<file path="src/rtl/dds_update_scheduler_if.sv">
// Control/status bundle between the host-side controller and the io_update scheduler.
interface dds_update_scheduler_if #(
  parameter int WIDTH = 16
);
  logic             cfg_ready;
  logic             start;
  logic             stop;
  logic [WIDTH-1:0] burst_len;
  logic             alt_en;
  logic             sweep_dir;
  logic             io_update;
  logic             sweep_sel;
  logic             busy;
  logic [WIDTH-1:0] shot_cnt;
  logic             burst_done;
  logic             start_err;

  modport master (
    output cfg_ready, start, stop, burst_len, alt_en, sweep_dir,
    input  io_update, sweep_sel, busy, shot_cnt, burst_done, start_err
  );

  modport slave (
    input  cfg_ready, start, stop, burst_len, alt_en, sweep_dir,
    output io_update, sweep_sel, busy, shot_cnt, burst_done, start_err
  );
endinterface

</file>
<file path="src/rtl/dds_update_scheduler.sv">
// Periodic io_update / sweep_sel trigger generator feeding dds_time_control,
// gated by AD9910 configuration status, with burst, continuous and stop control.
module dds_update_scheduler #(
  parameter int FRE        = 10000,
  parameter int CLKNUM     = 2,
  parameter int PERIOD_CNT = 1_000_000_000 / FRE / CLKNUM,
  parameter int UPD_WIDTH  = 8,
  parameter int WIDTH      = 16
) (
  input  logic                  sys_clk,
  input  logic                  sys_rst,
  dds_update_scheduler_if.slave bus
);

  if (longint'(PERIOD_CNT - 1) >= (longint'(1) << WIDTH)) begin : g_bad_period
    $error("dds_update_scheduler: PERIOD_CNT-1 does not fit in WIDTH bits");
  end
  if (UPD_WIDTH < 1 || UPD_WIDTH >= PERIOD_CNT) begin : g_bad_upd
    $error("dds_update_scheduler: UPD_WIDTH must satisfy 1 <= UPD_WIDTH < PERIOD_CNT");
  end

  localparam logic [WIDTH-1:0] LAST_CNT = WIDTH'(PERIOD_CNT - 1);
  localparam logic [WIDTH-1:0] UPD_LAST = WIDTH'(UPD_WIDTH - 1);

  typedef enum logic [1:0] {
    IDLE,
    PULSE,
    WAIT
  } state_t;

  state_t           state_q, state_d;
  logic [WIDTH-1:0] cnt_q, cnt_d;
  logic [WIDTH-1:0] shot_q, shot_d;
  logic [WIDTH-1:0] len_q, len_d;
  logic             sw_q, sw_d;
  logic             io_q, io_d;
  logic             stop_pend_q, stop_pend_d;
  logic             err_q, err_d;
  logic             done_now;
  logic             end_req;

  always_ff @(posedge sys_clk or posedge sys_rst) begin
    if (sys_rst) begin
      state_q     <= IDLE;
      cnt_q       <= '0;
      shot_q      <= '0;
      len_q       <= '0;
      sw_q        <= 1'b0;
      io_q        <= 1'b0;
      stop_pend_q <= 1'b0;
      err_q       <= 1'b0;
    end else begin
      state_q     <= state_d;
      cnt_q       <= cnt_d;
      shot_q      <= shot_d;
      len_q       <= len_d;
      sw_q        <= sw_d;
      io_q        <= io_d;
      stop_pend_q <= stop_pend_d;
      err_q       <= err_d;
    end
  end

  // Live stop and cfg_ready loss are folded in so a request on the final WAIT
  // cycle still ends the burst at that boundary.
  assign end_req = stop_pend_q | bus.stop | ~bus.cfg_ready |
                   ((len_q != '0) && (shot_q == len_q));

  always_comb begin
    state_d     = state_q;
    cnt_d       = cnt_q;
    shot_d      = shot_q;
    len_d       = len_q;
    sw_d        = sw_q;
    io_d        = io_q;
    stop_pend_d = stop_pend_q;
    err_d       = 1'b0;
    done_now    = 1'b0;

    case (state_q)
      IDLE: begin
        if (bus.start) begin
          if (bus.cfg_ready) begin
            state_d = PULSE;
            cnt_d   = '0;
            len_d   = bus.burst_len;
            shot_d  = WIDTH'(1);
            sw_d    = bus.alt_en ? 1'b0 : bus.sweep_dir;
            io_d    = 1'b1;
          end else begin
            err_d = 1'b1;
          end
        end
      end
      PULSE: begin
        stop_pend_d = stop_pend_q | bus.stop | ~bus.cfg_ready;
        cnt_d       = cnt_q + 1'b1;
        if (cnt_q == UPD_LAST) begin
          state_d = WAIT;
          io_d    = 1'b0;
        end
      end
      WAIT: begin
        if (cnt_q == LAST_CNT) begin
          cnt_d = '0;
          if (end_req) begin
            state_d     = IDLE;
            stop_pend_d = 1'b0;
            done_now    = 1'b1;
          end else begin
            state_d = PULSE;
            io_d    = 1'b1;
            shot_d  = (shot_q == '1) ? shot_q : shot_q + 1'b1;
            sw_d    = bus.alt_en ? ~sw_q : bus.sweep_dir;
          end
        end else begin
          stop_pend_d = stop_pend_q | bus.stop | ~bus.cfg_ready;
          cnt_d       = cnt_q + 1'b1;
        end
      end
      default: state_d = IDLE;
    endcase
  end

  assign bus.io_update  = io_q;
  assign bus.sweep_sel  = sw_q;
  assign bus.shot_cnt   = shot_q;
  assign bus.start_err  = err_q;
  assign bus.burst_done = done_now;
  assign bus.busy       = (state_q != IDLE) && !done_now;

endmodule
</file>
<file path="src/flat_wrapper.sv">
// flat-port wrapper written by rule: the top's interface ports become plain ports
module dds_update_scheduler_flat 
#(
  parameter int FRE        = 10000,
  parameter int CLKNUM     = 2,
  parameter int PERIOD_CNT = 1_000_000_000 / FRE / CLKNUM,
  parameter int UPD_WIDTH  = 8,
  parameter int WIDTH      = 16
)
  (sys_clk, sys_rst, bus_cfg_ready, bus_start, bus_stop, bus_burst_len, bus_alt_en, bus_sweep_dir, bus_io_update, bus_sweep_sel, bus_busy, bus_shot_cnt, bus_burst_done, bus_start_err);
  dds_update_scheduler_if #(.WIDTH(WIDTH)) bus_i ();
  input  logic sys_clk;
  input  logic sys_rst;
  input wire logic [$bits(bus_i.cfg_ready)-1:0] bus_cfg_ready;
  input wire logic [$bits(bus_i.start)-1:0] bus_start;
  input wire logic [$bits(bus_i.stop)-1:0] bus_stop;
  input wire logic [$bits(bus_i.burst_len)-1:0] bus_burst_len;
  input wire logic [$bits(bus_i.alt_en)-1:0] bus_alt_en;
  input wire logic [$bits(bus_i.sweep_dir)-1:0] bus_sweep_dir;
  output wire logic [$bits(bus_i.io_update)-1:0] bus_io_update;
  output wire logic [$bits(bus_i.sweep_sel)-1:0] bus_sweep_sel;
  output wire logic [$bits(bus_i.busy)-1:0] bus_busy;
  output wire logic [$bits(bus_i.shot_cnt)-1:0] bus_shot_cnt;
  output wire logic [$bits(bus_i.burst_done)-1:0] bus_burst_done;
  output wire logic [$bits(bus_i.start_err)-1:0] bus_start_err;
  assign bus_i.cfg_ready = bus_cfg_ready;
  assign bus_i.start = bus_start;
  assign bus_i.stop = bus_stop;
  assign bus_i.burst_len = bus_burst_len;
  assign bus_i.alt_en = bus_alt_en;
  assign bus_i.sweep_dir = bus_sweep_dir;
  assign bus_io_update = bus_i.io_update;
  assign bus_sweep_sel = bus_i.sweep_sel;
  assign bus_busy = bus_i.busy;
  assign bus_shot_cnt = bus_i.shot_cnt;
  assign bus_burst_done = bus_i.burst_done;
  assign bus_start_err = bus_i.start_err;
  dds_update_scheduler #(.FRE(FRE), .CLKNUM(CLKNUM), .PERIOD_CNT(PERIOD_CNT), .UPD_WIDTH(UPD_WIDTH), .WIDTH(WIDTH)) u_core (.sys_clk(sys_clk), .sys_rst(sys_rst), .bus(bus_i));
endmodule
</file>
<file path="config.mk">
export PLATFORM = sky130hd
export DESIGN_NAME = dds_update_scheduler_flat
export DESIGN_NICKNAME = d
export VERILOG_FILES = /design/src/rtl/dds_update_scheduler_if.sv /design/src/rtl/dds_update_scheduler.sv /design/src/flat_wrapper.sv
export SDC_FILE = /design/constraint.sdc
export NUM_CORES = 1
export LEC_CHECK = 0
export ABC_AREA = 1
export CAP_MARGIN = 15
export CORE_MARGIN = 5
export CORE_UTILIZATION = 50
export CTS_BUF_LIST = sky130_fd_sc_hd__clkbuf_16
export DETAILED_ROUTE_END_ITERATION = 8
export HOLD_SLACK_MARGIN = 0.1
export PLACE_DENSITY = 0.87
export SLEW_MARGIN = 20
export SYNTH_ARGS = -nofsm -noshare
export SYNTH_HDL_FRONTEND = slang
export SYNTH_SLANG_ARGS = --single-unit
</file>
<file path="constraint.sdc">
create_clock -name sys_clk -period 1.95 [get_ports sys_clk]
set_clock_uncertainty 0.1 [all_clocks]
set_input_delay 0.585 -clock sys_clk [delete_from_list [all_inputs] [get_ports sys_clk]]
set_output_delay 0.585 -clock sys_clk [all_outputs]
set_load 0.02 [all_outputs]
</file>
### Word-level counts from Yosys, hierarchy flattened

Index checks and enable logic that the tools add are counted.

* word-level logic and storage cells: 82
* bits in registers: 54
* output and inout port bits: 21

* multiplexer cells: 38
* add/subtract/negate cells: 2
* bitwise operators: 5
* reduce and logical (&&, ||, !) cells: 16
* equality and inequality tests: 13

Operators with widths (number)
* 16-bit two-way mux: 8
* 16-bit one-hot mux with 3 select lines: 1
* 16-bit by 1-bit adder with 16-bit output (second input constant): 2
* 16-bit == test (second input constant): 2
* 16-bit one-hot mux with 2 select lines: 1
* 1-bit two-way mux: 20
* 16-bit == test: 1
* 16-bit by 3-bit == test with 1-bit output (second input constant): 1
* 16-bit nonzero test: 1
* 6-bit AND reduction: 2
* 2-bit two-way mux: 4
* 2-bit inequality test (second input constant): 4
* 2-bit one-hot mux with 3 select lines: 1
* 3-bit AND reduction: 2
* 2-bit nonzero test: 3
* 5-bit AND reduction: 1
* 2-bit by 1-bit inequality test with 1-bit output (second input constant): 2
* 1-bit one-hot mux with 2 select lines: 2
* 4-bit AND reduction: 1
* 3-bit by 2-bit inequality test with 1-bit output (second input constant): 1
* 1-bit bitwise OR: 3
* 1-bit one-hot mux with 3 select lines: 1
* 3-bit nonzero test: 1
* 2-bit by 1-bit == test with 1-bit output (second input constant): 1
* other kinds (6): 8

### Longest topological paths before layout

* word-level depth: 8
* mapped depth: 12
* gate-level depth less buffers: 11

### Worst setup path after synthesis

No wires, ideal clock.

* kind: reg2out
* from: reg u_core.shot_q[10], in the netlist u_core.bus.shot_cnt[10]
* to: out bus_burst_done
* stages on the path, launching flop included: 11
* arrival: 1.931 ns
* required time: 1.265 ns
* path slack: -0.666 ns
* cells stage by stage: dfrtp_1 > inv_1 > nand2_1 > nand2_1 > nand2_1 > nor2_1 > nand3_1 > o21bai_1 > nand2_1 > buf_2 > nor3_1

* longest elaborated chain between the ends: 6

RTL lines
* from (decl): RTL line dds_update_scheduler.sv:33 `logic [WIDTH-1:0] shot_q, shot_d;`
* from (signal assigned): RTL line dds_update_scheduler.sv:55 `shot_q <= shot_d;`
* 16-bit == test: RTL line dds_update_scheduler.sv:67 `((len_q != '0) && (shot_q == len_q));`
* 1-bit logical AND: RTL line dds_update_scheduler.sv:67
* 1-bit bitwise OR: RTL line dds_update_scheduler.sv:66 `assign end_req = stop_pend_q | bus.stop | ~bus.cfg_ready |`
* 1-bit two-way mux: RTL line dds_update_scheduler.sv:106 `if (end_req) begin`
* 1-bit two-way mux: RTL line dds_update_scheduler.sv:104 `if (cnt_q == LAST_CNT) begin`
* 1-bit two-way mux: RTL line dds_update_scheduler.sv:80 `case (state_q)`
* to (decl): RTL line flat_wrapper.sv:24 `output wire logic [$bits(bus_i.burst_done)-1:0] bus_burst_done;`

Every way passes these cells.

### Worst setup path after layout

* from: reg u_core.len_q[15]
* to: out bus_burst_done

* longest elaborated chain between the ends: 6

RTL lines
* from (decl): RTL line dds_update_scheduler.sv:34 `logic [WIDTH-1:0] len_q, len_d;`
* from (signal assigned): RTL line dds_update_scheduler.sv:56 `len_q <= len_d;`
* 16-bit == test or 16-bit nonzero test (tied branches): RTL line dds_update_scheduler.sv:67
* 1-bit logical AND *: RTL line dds_update_scheduler.sv:67
* 1-bit bitwise OR *: RTL line dds_update_scheduler.sv:66
* 1-bit two-way mux *: RTL line dds_update_scheduler.sv:106
* 1-bit two-way mux *: RTL line dds_update_scheduler.sv:104
* 1-bit two-way mux *: RTL line dds_update_scheduler.sv:80

Every way passes the cells marked *; elsewhere a longest branch is shown, timed or not.

==> metrics.md <==
| Metric | Value |
|---|---|
| Final max-slew violation count | `0` |
| Post-layout minimum cycle time | `2.765 ns` |
| Number of distinct library cell variants in the gate-level netlist after synthesis | `32` |
| Combinational share of power | `0.621` |
| CTS clk-pin slew, worst paths | `0.08 ns` |
| Post-route worst setup slack | `-0.8150 ns` |
| Crit path capture | `bus_burst_done` |
| Layout net count | `654` |
| Worst-case headroom to the max-slew limit | `0.6914` |
| Area of the placeable core | `0.006422 mm^2` |
| Number of flops mapped to enable cells by yosys | `0` |
| Setup slack at placement | `-1.018 ns` |
| Per-instance average area after synthesis | `7.233 um^2` |
| Cell row count | `29` |
| Hold slack | `0.4031 ns` |
| Slowest-stage cell, CP | `dfrtp_1` |
| WP data arrival | `2.08 ns` |
| Sequential element share of the synthesized area | `0.4053` |
| DRT antenna net count | `0` |
| Number of global-route vias before repair | `4141` |
| Share of synthesized registers carrying an async set or reset | `1.000` |
| Leak | `2.625 nW` |
| Highest achievable clock rate | `0.3617 GHz` |
| Sink Count | `54` |
| Worst min path class | `flop to flop` |
| Mean number of vias per cell | `6.346` |
| Power share of the sequential group | `0.236` |
| Switching Fraction | `0.4429` |
| Result of the run | `finished, violations left` |
| Gp weighted congestion | `0.9506` |
| Capturing element type of the critical path | `output pin` |
| DRT Pass-1 Iters | `6` |
| Total global routing overflow | `0` |
| Layout cells sized above 1 | `0.4105` |
| Kind of start point of the critical path | `flop` |
| Overall global routing resource usage | `0.3068` |
| Power Density | `1327 mW/mm^2` |
| Worst vdd rail ir drop | `1146 uV` |
| Total power | `7.345 mW` |
| Endpoint required time on the critical path | `1.26 ns` |
| Layout area overhead | `65.97%` |
| Net switching power | `3.253 mW` |
| Average routed wire per standard cell | `22.59 um` |
| Worst stage delay on the critical path | `0.42 ns` |
| Maximum buffer depth of the clock tree | `2` |
| Placed insts | `657` |
| Placed wire-length estimate | `7655 um` |
| Final TNS setup | `-8.006 ns` |
| Yosys top cell by area | `dfrtp_1` |
| Yosys warnings | `0` |
| Share of the cycle needed by the critical path after routing | `1.418` |
| Worst reg2reg path endpoint | `u_core.bus.shot_cnt[15]` |
| CTS buffer count | `5` |
| Unrepaired setup endpoints after global routing | `true` |
| Dominant cells by area after synthesis | `dfrtp_1 (41%), nand2_1 (15%), nor2_1 (7.9%)` |
| Detailed-route wire length | `15880 um` |
| Critical register-to-register path startpoint | `u_core.bus.shot_cnt[4]` |
| Cell count of the worst reg-to-reg path | `10` |
| Initial DRC Count | `819` |
| Worst-skew pair later-pin latency | `0.30 ns` |
| Timing startpoint of the critical path | `u_core.len_q[15]` |
| Die X | `91.67 um` |
| Internal reg-to-reg setup slack | `-0.36 ns` |
| Slew at the pin closest to its max-slew limit | `0.4594 ns` |
| Worst path cell trace | `buf_6, xnor2_2, nand2_1, nor2_2, nand2_2, o21bai_4, nand2_4, nor3_4, buf_6` |
| Number of buffers inserted by hold repair at cts | `0` |
| Count of vias placed by the detailed router | `4461` |
| Setup-violating endpoint count in the final report | `33` |
| Critical path start-end classification | `flop to output pin` |
| DR DRC count | `0` |
| First-pass GRT wire length | `20610 um` |
| Synthesized netlist cell count | `461` |
| Worst path buffer plus inverter count | `2` |
| Internal Dissipation | `4.092 mW` |
| Critical-path maximum fanout | `2` |
| Most common cell in the synthesized netlist | `nand2_1` |
| Height of the chip | `91.67 um` |
| Clock tree root driver cell | `clkbuf_16` |
| Endpoints failing hold | `0` |
| Initial core utilization | `0.5192` |
| Violations in the final reports | `setup timing` |
| Area share of the largest cell type after synthesis | `0.4053` |
| Antenna violations before repair | `0` |
| Delay-heaviest family, CP | `simple AND/OR/NAND/NOR gates` |
| Most frequent cells after synthesis | `nand2_1 (134), nor2_1 (70), dfrtp_1 (54)` |
| Max-capacitance violation count | `0` |
| Crit. path cell count | `9` |
| IO Pins | `44` |
| Clock Power Share | `0.144` |
| Final Non-Filler Cells | `703` |
| Layout filler cell count | `285` |
| Total of flip-flops plus latches after synthesis | `54` |
| Mapped Nets | `490` |
| Largest net degree at the start of global routing | `32` |
| Top flip-flop cell by instance count after synthesis | `dfrtp_1` |
| Count of buffers from port buffering | `43` |
| CTS tree | `yes` |
| Die outline area | `0.008402 mm^2` |
| Maximum level of the CTS H-tree | `2` |
| Number of inserted diodes | `0` |
| Summed instance area of the synthesized netlist | `0.003334 mm^2` |
| Crit path top cell by count | `buf_6` |
==> repair_timing <==
item	CTS	global route
gates resized for setup	93	82
setup endpoints to repair	51	40
pin swaps	15	45
setup buffers	13	20
gates cloned	5	0
==> logic make-up after synthesis <==
family	after synthesis	synth area share
simple gates	280	0.3696
buf+inv	62	0.07767
flops	54	0.4053
compound gates	36	0.05854
xor+xnor	15	0.03940
mux	8	0.02702
fa+ha+maj	6	0.02251
==> power by group through the flow <==
stage	Combinational [mW]	Clock [mW]	Sequential, mW
CTS	3.40	1.02	1.66
finish	4.56	1.05	1.73
detailed placement	2.63	0	1.65
floorplan	1.54	0	1.68
global placement	2.50	0	1.63
global route	4.74	1.10	1.76
==> layout by cell type, fill, tap and decap left out, drive strengths merged, types with 2 or more instances in the layout <==
cell type / instances
nor4: 4
xnor2: 10
nor3: 20
xor2: 5
clkbuf: 5
ha: 6
dlygate4sd2: 19
o21ai: 9
dfrtp: 54
dlymetal6s2s: 2
clkdlybuf4s50: 20
clkinvlp: 4
inv: 48
o21bai: 2
a21oi: 22
nand2: 136
nand4: 25
nand3: 20
nor2: 75
buf: 127
mux2: 8
==> routing by layer <==
layer	wire, um	GRT usage	vias to the layer above	part of all wire
met4	1436	0.1746	0	0.090
met2	7247	0.5338	456	0.46
met1	5344	0.3505	2022	0.34
met5	0	0	-	0
met3	1854	0.06137	167	0.12
li1	-	-	1816	-
==> state kept, by name, summed over array words and instances, names as in the netlist <==
| signal | flops |
|---|---|
| u_core.bus.shot_cnt | 16 |
| u_core.cnt_q | 16 |
| u_core.len_q | 16 |
| u_core.state_q | 2 |
| u_core.bus.io_update | 1 |
| u_core.bus.start_err | 1 |
| u_core.bus.sweep_sel | 1 |
| u_core.stop_pend_q | 1 |
==> worst min-delay path, stage by stage, from the launching register on <==
cell and delay (ns):
dfrtp_1 0.35, nand2_1 0.06, nand2_1 0.06
==> worst min-delay path by stage <==
stage                                  start                 end  slack (ns)  cells after the start
after floorplan           u_core.stop_pend_q  u_core.stop_pend_q        0.34                      2
after global placement    u_core.stop_pend_q  u_core.stop_pend_q        0.36                      2
after detailed placement  u_core.stop_pend_q  u_core.stop_pend_q        0.38                      2
after CTS                 u_core.stop_pend_q  u_core.stop_pend_q        0.39                      2
after global routing      u_core.stop_pend_q  u_core.stop_pend_q        0.43                      2
final                     u_core.stop_pend_q  u_core.stop_pend_q        0.40                      2
==> stage by stage <==
| stage | utilization | area, um^2 |
|---|---|---|
| after floorplan | - | 3373 |
| after global placement | 0.7021 | 4509 |
| after detailed placement | 0.7021 | 4509 |
| after CTS | 0.7954 | 5109 |
| after global routing | 0.8617 | 5534 |
| final | 0.8617 | 5534 |
==> layout make-up <==
type                            count  area, um^2  share of cell area
Timing Repair inverter              1       7.507            0.001357
Sequential cell                    54        1369              0.2473
Clock inverter                      3       41.29            0.007461
Inverter                           49       196.4             0.03550
Timing Repair Buffer              168        1523              0.2752
Tap cell                           77       96.34             0.01741
Multi-Input combinational cell    346        2176              0.3932
Clock buffer                        5       125.1             0.02261
(Power assumes the default switching activity.)
==> RTL edit, RTL diff (same settings) <==
Reset style: synchronous (`sys_rst`), changed in one clocked block.
--- a/src/rtl/dds_update_scheduler.sv
+++ b/src/rtl/dds_update_scheduler.sv
@@ -39,7 +39,7 @@
   logic             done_now;
   logic             end_req;
 
-  always_ff @(posedge sys_clk or posedge sys_rst) begin
+  always_ff @(posedge sys_clk) begin
     if (sys_rst) begin
       state_q     <= IDLE;
       cnt_q       <= '0;
Behaviour: differs if sys_rst is asserted again (counterexample within 4 cycles, from zero or initial values and one cycle with sys_rst high); with sys_rst held inactive, the same outputs for 10 cycles.
==> RTL edit against the unedited design <==
Final area decreased by 5.2%; sequential cell count stayed put; area after synthesis shrank 4.2%; count of clock-buffer cells in the layout unchanged; critical path depth rose by 3; non-clock buffer count fell by 7; maximum frequency grew 3.0%; total power increased by 11%; routed wire length up 4.1%; the run ends with design-rule violations, negative setup slack left; critical endpoint is now bus_busy; core utilization shrank 2.6 points; critical path type unchanged; setup slack improved by 0.081 ns.
==> RTL edit: results <==
[hold_path]
hold_path.class = register to register
hp-start = u_core.len_q[0]
min_to = u_core.len_q[0]

[logic_synthesis]
synth.distinct_cells = 32
synth_fp_nets = 527
synth_common_cells = nand2_1 (123), nor2_1 (68), inv_1 (63), dfxtp_1 (54), a21oi_1 (34)
avgSynthCellArea_sq_um = 6.414
yosys_warnings = 0
synth_area_leaders = dfxtp_1 (34%), nand2_1 (14%), nor2_1 (8.0%), inv_1 (7.4%), a21oi_1 (5.3%)
async_flop_share = 0
synthFlopType = dfxtp_1
seq_area_frac_synth = 0.3384

[global_route]
grt_pass1_vias = 4207
antenna_found_initial = 0
grt_overflow_total = 0
grt_max_degree = 34
grt_usage = 0.3073
grt_pass1_wl_mm = 20.44

[run_status]
violations = design-rule violations, negative setup slack
status = finished, violations left

[detailed_routing]
drc = 7
vias = 4784
drt-initial-drc-count = 802
dr.pass1.iters = 9
wl_mm = 16.53

[cts]
cts_made_buffers = 5
cts_max_level = 2
clk_latency_ns = 0.30
ctsRootBufferMaster = clkbuf_16

[placed_design]
dp_cells = 699
pre_cts_slack_ns = -1.076
place_congestion = 0.9379
place_hpwl_mm = 7.595
portBuffers = 43
dpl_cell_area_sq_um = 4443

[sta]
setup_viol = 39
worst_pin_slew_ns = 0.4078
worst_slack_ns = -0.7339

[critical_path]
critPathMaxStageDelay_ns = 0.38
rr_endpoint = u_core.bus.shot_cnt[1]
slowest_stage = dfxtp_4
critPathArrivalTime_ns = 2.00
reg2regPathDepth = 14
reg2reg_from = u_core.cnt_q[0]
r2r_slack_ns = -0.23
crit_path_max_fanout = 4

[cells_and_area]
num_antenna_cells = 0
final_layout_size_suffix_gt1_frac = 0.4040
fin_cells = 733
nets = 684

[power_and_ir_drop]
power_leakage_uw = 0.002387
max-vdd-ir-drop_v = 0.001134
==> RTL edit: worst max path at each step <==
stage	from	end	slack, ns
CTS	u_core.bus.shot_cnt[12]	bus_busy	-0.61
global route	u_core.bus.shot_cnt[0]	bus_busy	-0.78
detailed placement	bus_stop	bus_burst_done	-1.08
finish	u_core.bus.shot_cnt[13]	bus_busy	-0.73
global placement	bus_stop	bus_burst_done	-1.02
floorplan	u_core.bus.shot_cnt[3]	bus_busy	-0.15
==> RTL edit: metrics by stage <==
stage / hold WS (ns) / setup TNS [ns]
global placement: 0.3505 / -15.31
CTS: 0.3768 / -1.346
floorplan: 0.3396 / -0.2741
global route: 0.4029 / -7.973
detailed placement: 0.3627 / -17.86
finish: 0.3785 / -6.083
==> RTL edit: layer usage <==
layer | global-route usage | routed length, microns
met1 | 0.3579 | 5413
met2 | 0.5171 | 7148
met3 | 0.06427 | 2170
met4 | 0.1799 | 1800
met5 | 0 | 0
==> RTL edit: repair_timing <==
item / 4_1_cts / 5_1_grt
setup buffers: 11 / 16
cloned: 3 / 2
pin swaps: 19 / 34
resized for setup: 84 / 95
setup endpoints to repair: 53 / 43
==> RTL edit: area by class of cell <==
cell class | instances | area, sq um
Fill cell | 299 | 1028
Tap cell | 77 | 96.34
Sequential cell | 54 | 1144
Clock inverter | 3 | 12.51
Clock buffer | 5 | 125.1
Inverter | 67 | 254.0
Multi-Input combinational cell | 366 | 2216
Timing Repair Buffer | 161 | 1401
==> RTL edit: kinds of logic after synthesis <==
kind of cell	share of synthesized area
buffers and inverters	0.1011
adders and majority gates	0.02350
xor gates and xnor gates	0.03564
DFF	0.3384
and+or+nand+nor	0.3666
AOI/OAI and AO/OA	0.1347
==> RTL edit: tightest hold or removal path: stages (launching register included) <==
cell	delay [ns]
dfxtp_2	0.34
inv_1	0.05
a21oi_1	0.05
==> RTL edit: power breakdown <==
group	leakage [uW]	switching, uW	internal [uW]
registers	0.000455	322	1430
clock network	0.0000724	450	468
logic	0.00186	3220	2280
